<file path="src/rtl/esc_pkg.sv">
// Shared defaults and pulse-width arithmetic for the multi-channel ESC pulse generator.
package esc_pkg;

  localparam int unsigned ESC_MIN_PULSE      = 32'd6250;
  localparam int unsigned ESC_SCALE          = 32'd3;
  localparam int unsigned ESC_PERIOD         = 32'd20000;
  localparam int unsigned ESC_TIMEOUT_FRAMES = 32'd50;

  function automatic logic [31:0] esc_pulse_width(
    input logic [31:0] speed,
    input int unsigned min_pulse = ESC_MIN_PULSE,
    input int unsigned scale     = ESC_SCALE
  );
    return min_pulse + scale * speed;
  endfunction

endpackage

</file>
<file path="src/rtl/esc_pwm_chan.sv">
// One ESC channel: shadow setpoint, commit-time width latch and frame comparator.
module esc_pwm_chan
  import esc_pkg::*;
#(
  parameter int unsigned SPEED_W   = 32'd11,
  parameter int unsigned MIN_PULSE = ESC_MIN_PULSE,
  parameter int unsigned SCALE     = ESC_SCALE,
  parameter int unsigned CNT_W     = 32'd15
) (
  input  logic               clk,
  input  logic               rst_n,
  input  logic               wr_en,
  input  logic [SPEED_W-1:0] speed,
  input  logic               commit,
  input  logic               force_min,
  input  logic               armed_nxt,
  input  logic [CNT_W-1:0]   next_fcnt,
  output logic               pwm
);

  logic [SPEED_W-1:0] shadow_r;
  logic [SPEED_W-1:0] sel_s;
  logic [CNT_W-1:0]   width_r;
  logic [CNT_W-1:0]   width_nxt_s;
  logic               pwm_r;

  // Select the committed setpoint (write bypass, failsafe zero) and the width for the coming cycle.
  always_comb begin
    sel_s       = shadow_r;
    width_nxt_s = width_r;
    if (force_min) begin
      sel_s = {SPEED_W{1'b0}};
    end else if (wr_en) begin
      sel_s = speed;
    end else begin
      sel_s = shadow_r;
    end
    if (commit) begin
      width_nxt_s = CNT_W'(esc_pulse_width(32'(sel_s), MIN_PULSE, SCALE));
    end else begin
      width_nxt_s = width_r;
    end
  end

  // Shadow capture, width latch and registered pulse output (next_fcnt is the count after this edge).
  always_ff @(posedge clk or negedge rst_n) begin
    if (!rst_n) begin
      shadow_r <= {SPEED_W{1'b0}};
      width_r  <= {CNT_W{1'b0}};
      pwm_r    <= 1'b0;
    end else begin
      if (wr_en) begin
        shadow_r <= speed;
      end else begin
        shadow_r <= shadow_r;
      end
      width_r <= width_nxt_s;
      pwm_r   <= armed_nxt && (next_fcnt < width_nxt_s);
    end
  end

  assign pwm = pwm_r;

endmodule

</file>
<file path="src/rtl/esc_pwm_multi.sv">
// Frame-synchronous multi-channel ESC pulse generator with arm gate and command-loss watchdog.
module esc_pwm_multi
  import esc_pkg::*;
#(
  parameter int unsigned NUM_CH         = 32'd4,
  parameter int unsigned SPEED_W        = 32'd11,
  parameter int unsigned MIN_PULSE      = ESC_MIN_PULSE,
  parameter int unsigned SCALE          = ESC_SCALE,
  parameter int unsigned PERIOD         = ESC_PERIOD,
  parameter int unsigned TIMEOUT_FRAMES = ESC_TIMEOUT_FRAMES,
  localparam int unsigned CH_W          = (NUM_CH > 32'd1) ? $clog2(NUM_CH) : 32'd1
) (
  input  logic               clk,
  input  logic               rst_n,
  input  logic               wrt,
  input  logic [CH_W-1:0]    ch_sel,
  input  logic [SPEED_W-1:0] speed,
  input  logic               armed,
  output logic [NUM_CH-1:0]  pwm,
  output logic               frame_start,
  output logic               timeout
);

  localparam int unsigned CNT_W = $clog2(PERIOD);
  localparam int unsigned WD_W  = $clog2(TIMEOUT_FRAMES + 32'd1);

  if (MIN_PULSE + SCALE * ((32'd1 << SPEED_W) - 32'd1) >= PERIOD) begin : g_bad_timing
    $error("esc_pwm_multi: longest pulse does not fit inside PERIOD");
  end

  logic [CNT_W-1:0]  fcnt_r;
  logic [CNT_W-1:0]  next_fcnt_s;
  logic              commit_s;
  logic              valid_wr_s;
  logic [NUM_CH-1:0] wr_en_s;
  logic              fed_r;
  logic              fed_any_s;
  logic [WD_W-1:0]   wdog_r;
  logic [WD_W-1:0]   wdog_inc_s;
  logic              timeout_r;
  logic              timeout_nxt_s;
  logic              armed_q_r;
  logic              armed_nxt_s;
  logic              frame_start_r;
  logic [NUM_CH-1:0] pwm_s;

  // Frame position, write decode and the values that take effect at the frame boundary.
  always_comb begin
    commit_s = (fcnt_r == CNT_W'(PERIOD - 32'd1));
    if (commit_s) begin
      next_fcnt_s = {CNT_W{1'b0}};
    end else begin
      next_fcnt_s = fcnt_r + CNT_W'(1);
    end
    valid_wr_s = wrt && (32'(ch_sel) < NUM_CH);
    for (int i = 0; i < NUM_CH; i++) begin
      wr_en_s[i] = valid_wr_s && (32'(ch_sel) == 32'(i));
    end
    fed_any_s = fed_r || valid_wr_s;
    if (wdog_r == WD_W'(TIMEOUT_FRAMES)) begin
      wdog_inc_s = wdog_r;
    end else begin
      wdog_inc_s = wdog_r + WD_W'(1);
    end
    // A write landing on the commit cycle still counts for the frame that is ending.
    if (commit_s) begin
      timeout_nxt_s = !fed_any_s && (wdog_inc_s == WD_W'(TIMEOUT_FRAMES));
      armed_nxt_s   = armed;
    end else begin
      timeout_nxt_s = timeout_r;
      armed_nxt_s   = armed_q_r;
    end
  end

  // Frame counter, frame marker, arm latch and watchdog state.
  always_ff @(posedge clk or negedge rst_n) begin
    if (!rst_n) begin
      fcnt_r        <= {CNT_W{1'b0}};
      frame_start_r <= 1'b0;
      armed_q_r     <= 1'b0;
      timeout_r     <= 1'b0;
      fed_r         <= 1'b0;
      wdog_r        <= {WD_W{1'b0}};
    end else begin
      fcnt_r        <= next_fcnt_s;
      frame_start_r <= commit_s;
      armed_q_r     <= armed_nxt_s;
      timeout_r     <= timeout_nxt_s;
      if (commit_s) begin
        fed_r  <= 1'b0;
        wdog_r <= fed_any_s ? {WD_W{1'b0}} : wdog_inc_s;
      end else if (valid_wr_s) begin
        fed_r  <= 1'b1;
        wdog_r <= {WD_W{1'b0}};
      end else begin
        fed_r  <= fed_r;
        wdog_r <= wdog_r;
      end
    end
  end

  for (genvar i = 0; i < NUM_CH; i++) begin : g_chan
    esc_pwm_chan #(
      .SPEED_W  (SPEED_W),
      .MIN_PULSE(MIN_PULSE),
      .SCALE    (SCALE),
      .CNT_W    (CNT_W)
    ) u_chan (
      .clk      (clk),
      .rst_n    (rst_n),
      .wr_en    (wr_en_s[i]),
      .speed    (speed),
      .commit   (commit_s),
      .force_min(timeout_nxt_s),
      .armed_nxt(armed_nxt_s),
      .next_fcnt(next_fcnt_s),
      .pwm      (pwm_s[i])
    );
  end

  assign pwm         = pwm_s;
  assign frame_start = frame_start_r;
  assign timeout     = timeout_r;

endmodule

</file>
<file path="config.mk">
export PLATFORM = sky130hd
export DESIGN_NAME = esc_pwm_multi
export DESIGN_NICKNAME = d
export VERILOG_FILES = /design/src/rtl/esc_pkg.sv /design/src/rtl/esc_pwm_chan.sv /design/src/rtl/esc_pwm_multi.sv
export SDC_FILE = /design/constraint.sdc
export NUM_CORES = 1
export LEC_CHECK = 0
export CAP_MARGIN = 10
export CORE_MARGIN = 4
export CORE_UTILIZATION = 55
export CTS_CLUSTER_DIAMETER = 100
export CTS_CLUSTER_SIZE = 16
export DETAILED_ROUTE_END_ITERATION = 8
export PLACE_DENSITY_LB_ADDON = 0.15
export SYNTH_ARGS = -nofsm -noshare
export SYNTH_HDL_FRONTEND = slang
export SYNTH_SLANG_ARGS = --single-unit
</file>
<file path="constraint.sdc">
create_clock -name clk -period 13.2 [get_ports clk]
set_clock_uncertainty 0.15 [all_clocks]
set_input_delay 3.96 -clock clk [delete_from_list [all_inputs] [get_ports clk]]
set_output_delay 3.96 -clock clk [all_outputs]
set_load 0.005 [all_outputs]
</file>
* After elaboration in Yosys (flattened, before gate mapping)
Cells that the tools add are included.
** Operators by class
- Add/sub/neg operators :: 6
- Multiply operators :: 4
- $lt $le $gt $ge :: 4
- Equality and inequality tests :: 6
- Multiplexer cells :: 21
- Reductions and logical operators :: 13
** Operator list (number)
- 11-bit 2-to-1 mux :: 8
- 15-bit 2-to-1 mux :: 5
- 15-bit < comparator :: 4
- 13-bit by 13-bit adder with 14-bit output, first input constant :: 4
- 2-bit by 11-bit multiplier with 13-bit output, first input constant :: 4
- 6-bit 2-to-1 mux :: 4
- 15-bit by 1-bit adder with 15-bit output, second input constant :: 1
- 15-bit equality test, second input constant :: 1
- 6-bit equality test, second input constant :: 2
- 1-bit logical AND :: 9
- 6-bit by 1-bit adder with 6-bit output, second input constant :: 1
- 2-bit equality test, second input constant :: 2
- 1-bit 2-to-1 mux :: 4
- 2-bit by 1-bit equality test with 1-bit output, second input constant :: 1
- 2-bit zero test :: 1
- 2-bit nonzero test :: 1
- 1-bit zero test :: 1
- 1-bit logical OR :: 1
** Storage, ports and cells
- Flip-flop bits (word level) :: 133
- Word-level logic and storage cells :: 72

* Logic depth before layout (Yosys ltp)
Gate-level depths: netlist of run 1.
- Depth after elaboration :: 11
- Depth in mapped cells :: 27

* By module
A second synthesis of run 1 with hierarchy kept.
** Unflattened totals
- Cell total of the unflattened synthesis :: 1043
- Area, all modules :: 9818.2 um^2
** By module, submodules not included
- esc_pwm_chan (g_chan[0].u_chan ...) :: instances 3, cells an instance 228, area each 2133.3 um^2
- esc_pwm_chan (g_chan[1].u_chan) :: instances 1, cells an instance 225, area each 2112.0 um^2
- esc_pwm_multi :: instances 1, cells an instance 134, area each 1306.3 um^2

* Least setup slack after synthesis of run 1
Ideal clock, no wire load.
- Path kind :: in2reg
- Start :: input port wrt
- End :: register g_chan[1].u_chan.pwm_r
- Data arrival time :: 8.488 ns
- Required time :: 12.922 ns
- Slack :: 4.434 ns
- Stages on the path :: 24
- Path buffers :: 1
- Path through :: nor4b_1 mux2_2 o211ai_1 nor2_1 a21oi_2 inv_2 clkbuf_1 nor2_1 ha_1 ha_1 fa_1 a211oi_1 o21ai_0 a31oi_1 a2bb2oi_1 mux2_4 mux2i_1 ha_1 nand3_1 or4_1 o21ai_0 a21oi_1 o211ai_1 a21oi_1
** Between the ends
- Word-level cells in the longest chain between the ends :: 10
- Elaborated cells on any way between the ends :: 12
** RTL lines
- start: declaration :: line esc_pwm_multi.sv:15 : input logic wrt,
- 1-bit logical OR :: line esc_pwm_multi.sv:59 : fed_any_s = fed_r || valid_wr_s;
- 1-bit zero test :: line esc_pwm_multi.sv:67 : timeout_nxt_s = !fed_any_s && (wdog_inc_s == WD_W'(TIMEOUT_FRAMES));
- 1-bit logical AND :: line esc_pwm_multi.sv:67
- 1-bit 2-to-1 mux :: line esc_pwm_multi.sv:66 : if (commit_s) begin
- 11-bit 2-to-1 mux (*) :: line esc_pwm_chan.sv:31 : if (force_min) begin
- 2-bit by 11-bit multiplier with 13-bit output (*) :: line esc_pkg.sv:14 : return min_pulse + scale * speed;
- 13-bit by 13-bit adder with 14-bit output (*) :: line esc_pkg.sv:14
- 15-bit 2-to-1 mux (*) :: line esc_pwm_chan.sv:38 : if (commit) begin
- 15-bit < comparator (*) :: line esc_pwm_chan.sv:58 : pwm_r <= armed_nxt && (next_fcnt < width_nxt_s);
- 1-bit logical AND (*) :: line esc_pwm_chan.sv:58
- end signal: assignment :: line esc_pwm_chan.sv:58
- end: declaration :: line esc_pwm_chan.sv:25 : logic pwm_r;
Mark *: on every way between the ends. The rest lies on a longest branch, timed or not.
A chain may end at the register's enable or synchronous reset.

* Final worst setup path of run 1
Same ends and word-level chain as after synthesis.

==> results.py, run 1 <==
metrics = {
    "outcome": {
        "outcome": "completed",
    },
    "drt": {
        "avgViaCountPerCell": 5.73,
        "drc_errors": 0,
        "drtAntennaViolNets": 0,
        "drt_first_iter_violations": 539,
        "num_vias": 7266,
        "post_drt_wl_per_cell_um": 18.0,
        "firstDrtPassIters": 5,
        "routed_wl_mm": 22.9,
    },
    "synth": {
        "syn_inst": 1019,
        "yosys_warnings": 0,
        "netlist_area_mm2": 0.00944,
        "ys_ff_latch": 133,
        "async_reset_ff_share_pct": 100,
        "synth-main-ff-cell": "dfrtp_1",
        "ys_types": 52,
        "synth_top_cells_by_area": "dfrtp_1 35%, ha_1 18%, nand2_1 4.6%",
        "synth_top_area_share_pct": 35.3,
        "yosysTopAreaCell": "dfrtp_1",
        "synth_area_per_cell_um2": 9.26,
        "syn-num-nets": 1179,
        "seq_area_frac_synth_pct": 35.3,
        "synth_edf_count": 0,
    },
    "timing": {
        "hold_ws_ps": 312,
        "setup_violations": 0,
        "finalWorstSetupSlack_ps": 3410,
        "fin_crit_ps": 9790,
        "clock.fmax_mhz": 102,
        "tightest_slew_ps": 923,
        "period_share_pct": 74.2,
        "finalHoldViolations": 0,
        "slew_headroom_pct": 37.9,
        "fin_setup_tns_ps": 0,
        "rsz0062_at_grt": "false",
        "drv_slew": 0,
    },
    "worst_hold_path": {
        "worstHoldEndpoint": "g_chan[3].u_chan.width_r[14]$_DFF_PN0_",
        "worstHoldStart": "g_chan[3].u_chan.width_r[14]$_DFF_PN0_",
        "hold_class": "reg2reg",
        "hold_depth": 2,
    },
    "setup_path": {
        "r2r-start": "fcnt_r[0]$_DFF_PN0_",
        "cp_common_cell": "ha_1",
        "crit_required_ps": 13350,
        "arrival_ps": 9940,
        "r2r-end": "g_chan[1].u_chan.pwm$_DFF_PN0_",
        "worst-r2r-setup-slack_ps": 6530,
        "rr_worst_depth": 24,
        "critical_path_class": "in2reg",
        "worst_path_max_delay_cell": "clkdlybuf4s50_1",
        "cpPeakStageDelay_ps": 640,
        "crit_path_end_kind": "flop",
        "crit_fanout": 41,
        "startpoint_type": "primary input",
    },
    "power_and_ir_drop": {
        "irDropWorstVdd_mv": 0.102,
        "p_switching_uw": 549,
        "combPwrFrac_pct": 38.5,
        "seqPwrFrac_pct": 27.9,
        "cell_internal_pwr_mw": 1.03,
        "cellPowerDensity_mw_per_mm2": 150,
        "p_leak_nw": 5.61,
        "sw_frac_of_total_pct": 34.9,
        "p_clk_share_pct": 33.7,
    },
    "cts": {
        "cts_setup_buffers": 0,
        "cts.clk_slew.worst_paths_ps": 60,
        "root_buffer": "clkbuf_16",
        "cts-resized-gates": 0,
        "clockBufferDepth": 2,
        "cts_num_sinks": 133,
        "htree_levels": 4,
        "cts_made_buffers": 17,
        "clock_latency_ps": 420,
        "cts_hold_buf": 0,
        "cts_tree": "done",
    },
    "finish": {
        "final_util_pct": 63.0,
        "nFillCells": 1380,
        "stdcell_area_mm2": 0.0105,
        "drive_gt1_share_pct": 7.05,
        "diodes": 0,
        "area_delta_synth_final_pct": 11.5,
        "fin_nets": 1196,
    },
    "die": {
        "fp.dieArea_mm2": 0.0193,
        "ios": 23,
        "core-area_mm2": 0.0167,
        "initial_core_util_pct": 56.5,
        "rows": 47,
        "die_h_um": 139,
        "die_w_um": 139,
    },
    "place": {
        "place.port_buffers": 22,
        "globalplace.congestion": 0.920,
        "placed_cell_area_mm2": 0.00986,
        "dp_hpwl_mm": 17.5,
        "dp_slack_ps": 3040,
    },
    "grt": {
        "grt_max_degree": 74,
        "grt_antenna_before_repair": 1,
        "grt-ovfl-total": 0,
        "grtUsageTotal_pct": 24.4,
        "grt_pass1_vias": 7104,
        "grt_pass1_wl_mm": 37.1,
    },
    "run": {
        "cap_violations": 0,
    },
}
[power groups by stage]
stage               clock (mW)  sequential (mW)  combinational (mW)
CTS                      0.537            0.439               0.603
detailed placement           0            0.447               0.597
global placement             0            0.445               0.594
finish                   0.530            0.439               0.606
global route             0.557            0.441               0.681
floorplan                    0            0.445               0.443
[cell usage after synthesis (all sizes together), types with 23 or more instances]
cell type and n:
o21a 41, mux2i 36, ha 139, nor2 80, nand2 116, a21oi 51
mux2 25, a21o 40, o21ai 29, xor2 23, inv 106, dfrtp 133
[layout make-up]
cell class,instances,area [um2],area share (%)
Multi-Input combinational cell,748,5580,53.0
Sequential cell,133,3330,31.6
Clock buffer,18,439,4.17
Inverter,106,398,3.78
Timing Repair Buffer,30,282,2.67
Tap cell,220,275,2.62
Clock inverter,14,221,2.10
[per-layer routing]
layer,share of wire [%],GRT usage (%)
met1,46,33.6
met2,46,38.4
met3,4.6,4.24
met4,3.4,9.94
met5,0.035,0
[through the flow]
| step | cells | total power [mW] |
|---|---|---|
| 6_report | 1269 | 1.58 |
| 5_1_grt | 1269 | 1.68 |
| 4_1_cts | 1269 | 1.58 |
| 3_5_place_dp | 1237 | 1.04 |
| 3_3_place_gp | 1237 | 1.04 |
| 2_1_floorplan | 1019 | 0.888 |
[worst max-delay path, delay by kind of cell]
kind / cells / cell delay, ps
AND/OR/NAND/NOR: 5 / 1340
multiplexers: 3 / 690
buffers and inverters: 3 / 1280
adder cells (fa/ha/maj): 4 / 1100
AO/OA/AOI/OAI: 10 / 1530
[flip-flops by register name, summed over array words and instances, names as in the netlist]
name                    cells
frame_start                 1
g_chan.u_chan.shadow_r     44
fcnt_r                     15
wdog_r                      6
armed_q_r                   1
fed_r                       1
g_chan.u_chan.width_r      60
g_chan.u_chan.pwm           4
timeout                     1
[kinds of logic (layout without fill, tap and decap cells)]
kind of cell    Yosys count  count (layout)  synth area share, %
xor+xnor                 45              45                 4.18
buf+inv                 138             168                 5.70
simple gates            294             294                 14.3
flops                   133             133                 35.3
compound gates          205             205                 14.4
fa+ha+maj               143             143                 19.3
mux                      61              61                 6.88
[how the worst max path moves through the flow]
stage	start	to
after global routing	wrt	g_chan[1].u_chan.pwm$_DFF_PN0_
after CTS	wrt	g_chan[1].u_chan.pwm$_DFF_PN0_
final	wrt	g_chan[1].u_chan.pwm$_DFF_PN0_
after floorplan	wrt	g_chan[1].u_chan.pwm$_DFF_PN0_
after global placement	wrt	g_chan[1].u_chan.pwm$_DFF_PN0_
after detailed placement	wrt	g_chan[1].u_chan.pwm$_DFF_PN0_
[placed cells by master (no fill, tap or decap), types with 5 or more instances in the layout]
cell type / n
ha_1: 139
dfrtp_1: 133
nand2_1: 116
inv_1: 105
nor2_1: 80
a21oi_1: 49
o21a_1: 41
a21o_1: 40
mux2i_1: 36
o21ai_0: 29
mux2_2: 23
xor2_1: 23
xnor2_1: 22
clkdlybuf4s50_1: 21
clkbuf_16: 17
nand4_1: 16
nand3_1: 16
nor3_1: 13
and2_1: 12
a211oi_1: 8
buf_4: 8
o21bai_1: 7
nand2b_1: 6
and3_1: 6
or4_1: 6
o22ai_1: 5
bufinv_16: 5
No activity file was read; power rests on OpenSTA's default activity.
==> inputs of run 2 (changes only) <==
==> constraint.sdc (replaced) <==
create_clock -name clk -period 9.5 [get_ports clk]
set_clock_uncertainty 0.15 [all_clocks]
set_input_delay 2.85 -clock clk [delete_from_list [all_inputs] [get_ports clk]]
set_output_delay 2.85 -clock clk [all_outputs]
set_load 0.005 [all_outputs]
==> results.py, run 2 (synthesis gave the netlist of run 1 again) <==
metrics = {
    "place": {
        "globalplace.congestion": 0.867,
        "dp_hpwl_mm": 17.2,
        "dp_slack_ps": 892,
        "dp_cells": 1240,
        "place.port_buffers": 22,
    },
    "timing": {
        "finalHoldViolations": 0,
        "drv_slew": 0,
        "setup_violations": 0,
        "slew_headroom_pct": 41.5,
        "tightest_slew_ps": 878,
        "fin_setup_tns_ps": 0,
        "clock.fmax_mhz": 121,
        "fin_crit_ps": 8260,
        "rsz0062_at_grt": "false",
        "finalWorstSetupSlack_ps": 1240,
        "period_share_pct": 86.9,
    },
    "die": {
        "die_w_um": 139,
        "initial_core_util_pct": 56.5,
        "fp.dieArea_mm2": 0.0193,
        "ios": 23,
        "rows": 47,
        "die_h_um": 139,
        "core-area_mm2": 0.0167,
    },
    "drt": {
        "drt_first_iter_violations": 510,
        "num_vias": 7134,
        "post_drt_wl_per_cell_um": 17.7,
        "firstDrtPassIters": 5,
        "avgViaCountPerCell": 5.61,
        "routed_wl_mm": 22.5,
        "drtAntennaViolNets": 0,
        "drc_errors": 0,
    },
    "setup_path": {
        "worst_path_max_delay_cell": "or4_1",
        "startpoint_type": "primary input",
        "path_buf_inv": 3,
        "crit_path_end_kind": "flop",
        "critical_path_class": "in2reg",
        "crit_required_ps": 9650,
        "worst-path-stages": 24,
        "crit_fanout": 27,
        "cp_common_cell": "ha_1",
        "arrival_ps": 8410,
        "path_cells": "clkdlybuf4s50_1 > nor4_1 > mux2_2 > o211ai_1 > nor2_1 > a21oi_2 > buf_4 > nand2_1 > ha_1 > inv_1 > ha_1 > o21a_1 > o21a_1 > and3_1 > a211oi_1 > o21ai_0 > mux2i_1 > ha_1 > nand3_1 > or4_1 > o21ai_0 > a21oi_1 > o211ai_1 > a21oi_1",
        "rr_worst_depth": 23,
        "path_delay_family": "compound AO/OA/AOI/OAI gates",
        "cpPeakStageDelay_ps": 550,
    },
    "grt": {
        "grt_max_degree": 74,
        "grt_pass1_vias": 6893,
        "grt_pass1_wl_mm": 36.5,
        "grt_antenna_before_repair": 0,
        "grt-ovfl-total": 0,
        "grtUsageTotal_pct": 23.9,
    },
    "cts": {
        "cts-resized-gates": 0,
        "cts_hold_buf": 0,
        "cts.clk_slew.worst_paths_ps": 60,
        "clock_latency_ps": 420,
        "clockBufferDepth": 2,
        "cts_setup_buffers": 0,
        "cts_made_buffers": 17,
        "root_buffer": "clkbuf_16",
        "cts_tree": "done",
        "htree_levels": 4,
        "cts_num_sinks": 133,
    },
    "finish": {
        "fin_nets": 1199,
        "stdcell_count": 1272,
        "layout_commonest_cell": "ha_1",
        "largest_reg_flops": 60,
        "area_delta_synth_final_pct": 10.8,
        "reg_top3": "g_chan.u_chan.width_r x60, g_chan.u_chan.shadow_r x44, fcnt_r x15",
        "top_register": "g_chan.u_chan.width_r",
        "diodes": 0,
        "drive_gt1_share_pct": 7.03,
        "layout_common_cells": "139 x ha_1, 133 x dfrtp_1, 116 x nand2_1",
    },
    "power_and_ir_drop": {
        "cellPowerDensity_mw_per_mm2": 200,
        "irDropWorstVdd_mv": 0.127,
        "total_power_mw": 2.10,
        "p_leak_nw": 5.58,
    },
    "worst_hold_path": {
        "hold_class": "reg2reg",
        "hold_depth": 2,
    },
    "outcome": {
        "outcome": "completed",
    },
    "run": {
        "cap_violations": 0,
    },
}
run 2: changes by cell type in the layout (fill, tap and decap cells not counted), sizes merged:
cell,change
clkinvlp,+2
buf,+3
clkbuf,+2
clkinv,+2
inv,-3
bufinv,-3
run 2: worst register-to-register path, delay by kind of cell, from the launching register on:
kind | cells | cell delay [ps]
compound gates | 9 | 1950
fa+ha+maj | 4 | 1080
buf+inv | 3 | 700
flops | 1 | 520
mux | 1 | 190
simple gates | 6 | 1780
run 2: path summary, 6_finish.rpt:
path,slack (ps),start,end
max in group asynchronous,5600,rst_n,g_chan[3].u_chan.width_r[4]$_DFF_PN0_
min in group asynchronous,2270,rst_n,wdog_r[2]$_DFFE_PN0P_
worst min-delay path,320,g_chan[3].u_chan.width_r[14]$_DFF_PN0_,g_chan[3].u_chan.width_r[14]$_DFF_PN0_
worst min register to register,320,g_chan[3].u_chan.width_r[14]$_DFF_PN0_,g_chan[3].u_chan.width_r[14]$_DFF_PN0_
worst max-delay path,1240,wrt,g_chan[1].u_chan.pwm$_DFF_PN0_
worst max register to register,3020,fcnt_r[0]$_DFF_PN0_,g_chan[1].u_chan.pwm$_DFF_PN0_
run 2: per-stage QoR:
stage / utilization [%] / hold WS [ps] / cell area (um2)
finish: 62.6 / 315 / 10500
global route: 62.6 / 334 / 10500
CTS: 62.6 / 315 / 10500
detailed placement: 59.2 / 302 / 9890
global placement: 59.2 / 296 / 9890
floorplan: - / 282 / 9440
run 2: final cells by class:
type,count,area (um2)
Sequential cell,133,3330
Clock buffer,20,437
Inverter,106,398
Timing Repair Buffer,33,304
Fill cell,1479,6250
Multi-Input combinational cell,748,5580
Clock inverter,12,130
Tap cell,220,275
run 2: per-layer routing:
layer  routed length (um)  global-route usage [%]
met1                10900                    33.9
met2                10000                    36.4
met3                  957                    5.34
met4                  639                    8.34
met5                    0                       0
run 2: report_power, final:
group	internal (mW)	total, mW	switching [mW]	leakage, nW
clock	0.386	0.638	0.252	0.274
combinational	0.349	0.847	0.498	3.83
sequential	0.602	0.611	0.00887	1.47
==> inputs of run 3 (changes only) <==
--- a/config.mk
+++ b/config.mk
@@ -6,7 +6,6 @@
 export NUM_CORES = 1
 export LEC_CHECK = 0
 export CAP_MARGIN = 10
-export CORE_MARGIN = 4
 export CORE_UTILIZATION = 55
 export CTS_CLUSTER_DIAMETER = 100
 export CTS_CLUSTER_SIZE = 16
@@ -14,4 +13,5 @@
 export PLACE_DENSITY_LB_ADDON = 0.15
 export SYNTH_ARGS = -nofsm -noshare
 export SYNTH_HDL_FRONTEND = slang
+export SYNTH_HIERARCHICAL = 1
 export SYNTH_SLANG_ARGS = --single-unit
==> results.py, run 3 <==
metrics = {
    "cts": {
        "htree_levels": 4,
        "cts_setup_buffers": 0,
        "cts_hold_buf": 0,
        "cts.clk_slew.worst_paths_ps": 60,
        "clock_latency_ps": 420,
        "cts_made_buffers": 17,
        "clockBufferDepth": 2,
        "cts_num_sinks": 133,
        "cts-resized-gates": 0,
        "root_buffer": "clkbuf_16",
        "cts_tree": "done",
    },
    "timing": {
        "fin_crit_ps": 7810,
        "fin_setup_tns_ps": 0,
        "clock.fmax_mhz": 128,
        "finalHoldViolations": 0,
        "tightest_slew_ps": 1110,
        "rsz0062_at_grt": "false",
        "slew_headroom_pct": 25.4,
        "setup_violations": 0,
        "drv_slew": 0,
        "hold_ws_ps": 322,
        "period_share_pct": 82.2,
    },
    "synth": {
        "yosys_warnings": 6,
        "synth_edf_count": 0,
        "synth_area_per_cell_um2": 9.41,
        "synth-main-ff-cell": "dfrtp_1",
        "synth_top_cells_by_area": "dfrtp_1 34%, ha_1 18%, inv_1 5.6%",
        "yosysTopAreaCell": "dfrtp_1",
        "yosysMostFrequentCell": "inv_1",
        "synth_top_area_share_pct": 33.9,
        "ys_types": 64,
        "netlist_area_mm2": 0.00982,
        "ys_ff_latch": 133,
        "yosys-top-cells-count": "146 x inv_1, 139 x ha_1, 133 x dfrtp_1",
        "syn-num-nets": 1203,
        "async_reset_ff_share_pct": 100,
        "syn_inst": 1043,
        "seq_area_frac_synth_pct": 33.9,
    },
    "finish": {
        "stdcell_count": 1302,
        "area_delta_synth_final_pct": 10.8,
        "drive_gt1_share_pct": 10.5,
        "nFillCells": 1447,
        "layout_common_cells": "145 x inv_1, 139 x ha_1, 133 x dfrtp_1",
        "fin_nets": 1224,
        "top_register": "g_chan.u_chan/width_r",
        "reg_top3": "g_chan.u_chan/width_r x60, g_chan.u_chan/shadow_r x44, fcnt_r x15",
        "layout_commonest_cell": "inv_1",
        "diodes": 0,
        "largest_reg_flops": 60,
    },
    "power_and_ir_drop": {
        "cellPowerDensity_mw_per_mm2": 128,
        "cell_internal_pwr_mw": 1.06,
        "p_switching_uw": 326,
        "sw_frac_of_total_pct": 23.5,
        "seqPwrFrac_pct": 43.9,
        "irDropWorstVdd_mv": 0.122,
        "combPwrFrac_pct": 5.9,
        "p_leak_nw": 5.54,
        "total_power_mw": 1.39,
        "p_clk_share_pct": 50.2,
    },
    "worst_hold_path": {
        "worstHoldEndpoint": "g_chan[0].u_chan/shadow_r[4]$_DFF_PN0_",
        "worstHoldStart": "g_chan[0].u_chan/shadow_r[4]$_DFF_PN0_",
        "hold_class": "reg2reg",
        "hold_depth": 2,
    },
    "setup_path": {
        "critical_path_class": "in2reg",
        "worst-r2r-setup-slack_ps": 2900,
        "crit_fanout": 43,
        "arrival_ps": 8010,
        "crit_path_end_kind": "flop",
        "r2r-start": "fcnt_r[5]$_DFF_PN0_",
        "startpoint": "wrt",
        "rr_worst_depth": 23,
        "r2r-end": "g_chan[1].u_chan/pwm$_DFF_PN0_",
        "crit_required_ps": 9700,
        "startpoint_type": "primary input",
    },
    "drt": {
        "wl_met2_mm": 10.1,
        "drt_first_iter_violations": 397,
        "m1WireLength_mm": 11.4,
        "num_vias": 7333,
        "drtAntennaViolNets": 0,
        "highest_layer": "met4",
        "post_drt_wl_per_cell_um": 17.3,
        "firstDrtPassIters": 5,
        "met3_length_um": 877,
        "drc_errors": 0,
        "avgViaCountPerCell": 5.63,
        "routed_wl_mm": 22.5,
    },
    "place": {
        "dp_cells": 1270,
        "place.port_buffers": 22,
        "dp_hpwl_mm": 16.3,
        "globalplace.congestion": 0.865,
    },
    "die": {
        "ios": 23,
        "die_w_um": 136,
        "core-area_mm2": 0.0174,
        "die_h_um": 136,
        "rows": 48,
        "fp.dieArea_mm2": 0.0184,
        "initial_core_util_pct": 56.6,
    },
    "grt": {
        "grt_antenna_before_repair": 0,
        "grt-ovfl-total": 0,
        "grt_max_degree": 73,
        "grt_pass1_wl_mm": 36.4,
        "grt_pass1_vias": 6993,
        "grtUsageTotal_pct": 26.2,
    },
    "outcome": {
        "outcome": "completed",
    },
    "run": {
        "cap_violations": 0,
    },
}
==> run 3: changes by cell type in the layout (fill, tap and decap cells not counted), moves of 18 or more <==
cell / previous run / this run
a21o_1: 40 / 20
inv_1: 105 / 145
mux2i_1: 36 / 54
nand2_1: 116 / 55
nor2b_1: 1 / 19
o21a_1: 41 / 12
==> run 3: layer usage <==
layer | global-route usage, % | up-vias
li1 | - | 3678
met1 | 38.1 | 3521
met2 | 41.0 | 119
met3 | 3.40 | 15
met4 | 6.74 | 0
met5 | 0 | -
==> run 3: kinds of logic after synthesis <==
kind of cell / count (synthesis) / share of synthesized area [%]
buf+inv: 173 / 6.92
simple gates: 280 / 15.0
xor+xnor: 28 / 2.50
compound gates: 198 / 13.7
fa+ha+maj: 143 / 18.5
mux: 88 / 9.44
flops: 133 / 33.9
==> run 3: stage by stage <==
| step | setup WS (ps) | cell area (um2) | util [%] |
|---|---|---|---|
| 2_1_floorplan | 1930 | 9820 | - |
| 3_3_place_gp | 1380 | 10200 | 59.1 |
| 3_5_place_dp | 1220 | 10200 | 59.1 |
| 4_1_cts | 1680 | 10900 | 62.7 |
| 5_1_grt | 1190 | 10900 | 62.7 |
| 6_report | 1690 | 10900 | 62.7 |
==> run 3: area by class of cell <==
cell class	count	area, um2	area share, %
Multi-Input combinational cell	737	5820	53.5
Sequential cell	133	3330	30.6
Inverter	147	554	5.10
Clock buffer	19	453	4.16
Tap cell	225	282	2.59
Timing Repair Buffer	28	267	2.45
Clock inverter	13	173	1.59
==> run 3: how the worst max path moves through the flow <==
stage / end / slack (ps) / depth (start not counted)
floorplan: g_chan[0].u_chan/pwm$_DFF_PN0_ / 1930 / 21
global placement: g_chan[1].u_chan/pwm$_DFF_PN0_ / 1380 / 23
detailed placement: g_chan[1].u_chan/pwm$_DFF_PN0_ / 1220 / 23
CTS: g_chan[1].u_chan/pwm$_DFF_PN0_ / 1680 / 23
global route: g_chan[1].u_chan/pwm$_DFF_PN0_ / 1190 / 23
finish: g_chan[1].u_chan/pwm$_DFF_PN0_ / 1690 / 23
==> run 3: worst max-delay path: stages <==
cell,delay (ps)
clkdlybuf4s50_1,620
nor3b_1,250
mux2_2,190
o211ai_1,90
o21ai_2,150
buf_4,370
inv_1,210
nand2_1,130
inv_1,50
ha_1,280
ha_1,220
fa_1,400
a21oi_1,240
nor2_1,70
o21a_1,180
or3_1,340
a31oi_1,190
ha_1,260
a2111oi_0,410
o21ai_1,120
o2111ai_1,110
nand4b_1,120
a21oi_1,130
==> run 3: power by group through the flow <==
stage	Combinational (mW)	Sequential [mW]	Clock, mW
final	0.0816	0.610	0.697
after CTS	0.0823	0.611	0.707
after detailed placement	0.0813	0.621	0
after global placement	0.0799	0.619	0
after global routing	0.0911	0.614	0.734
after floorplan	0.0443	0.618	0
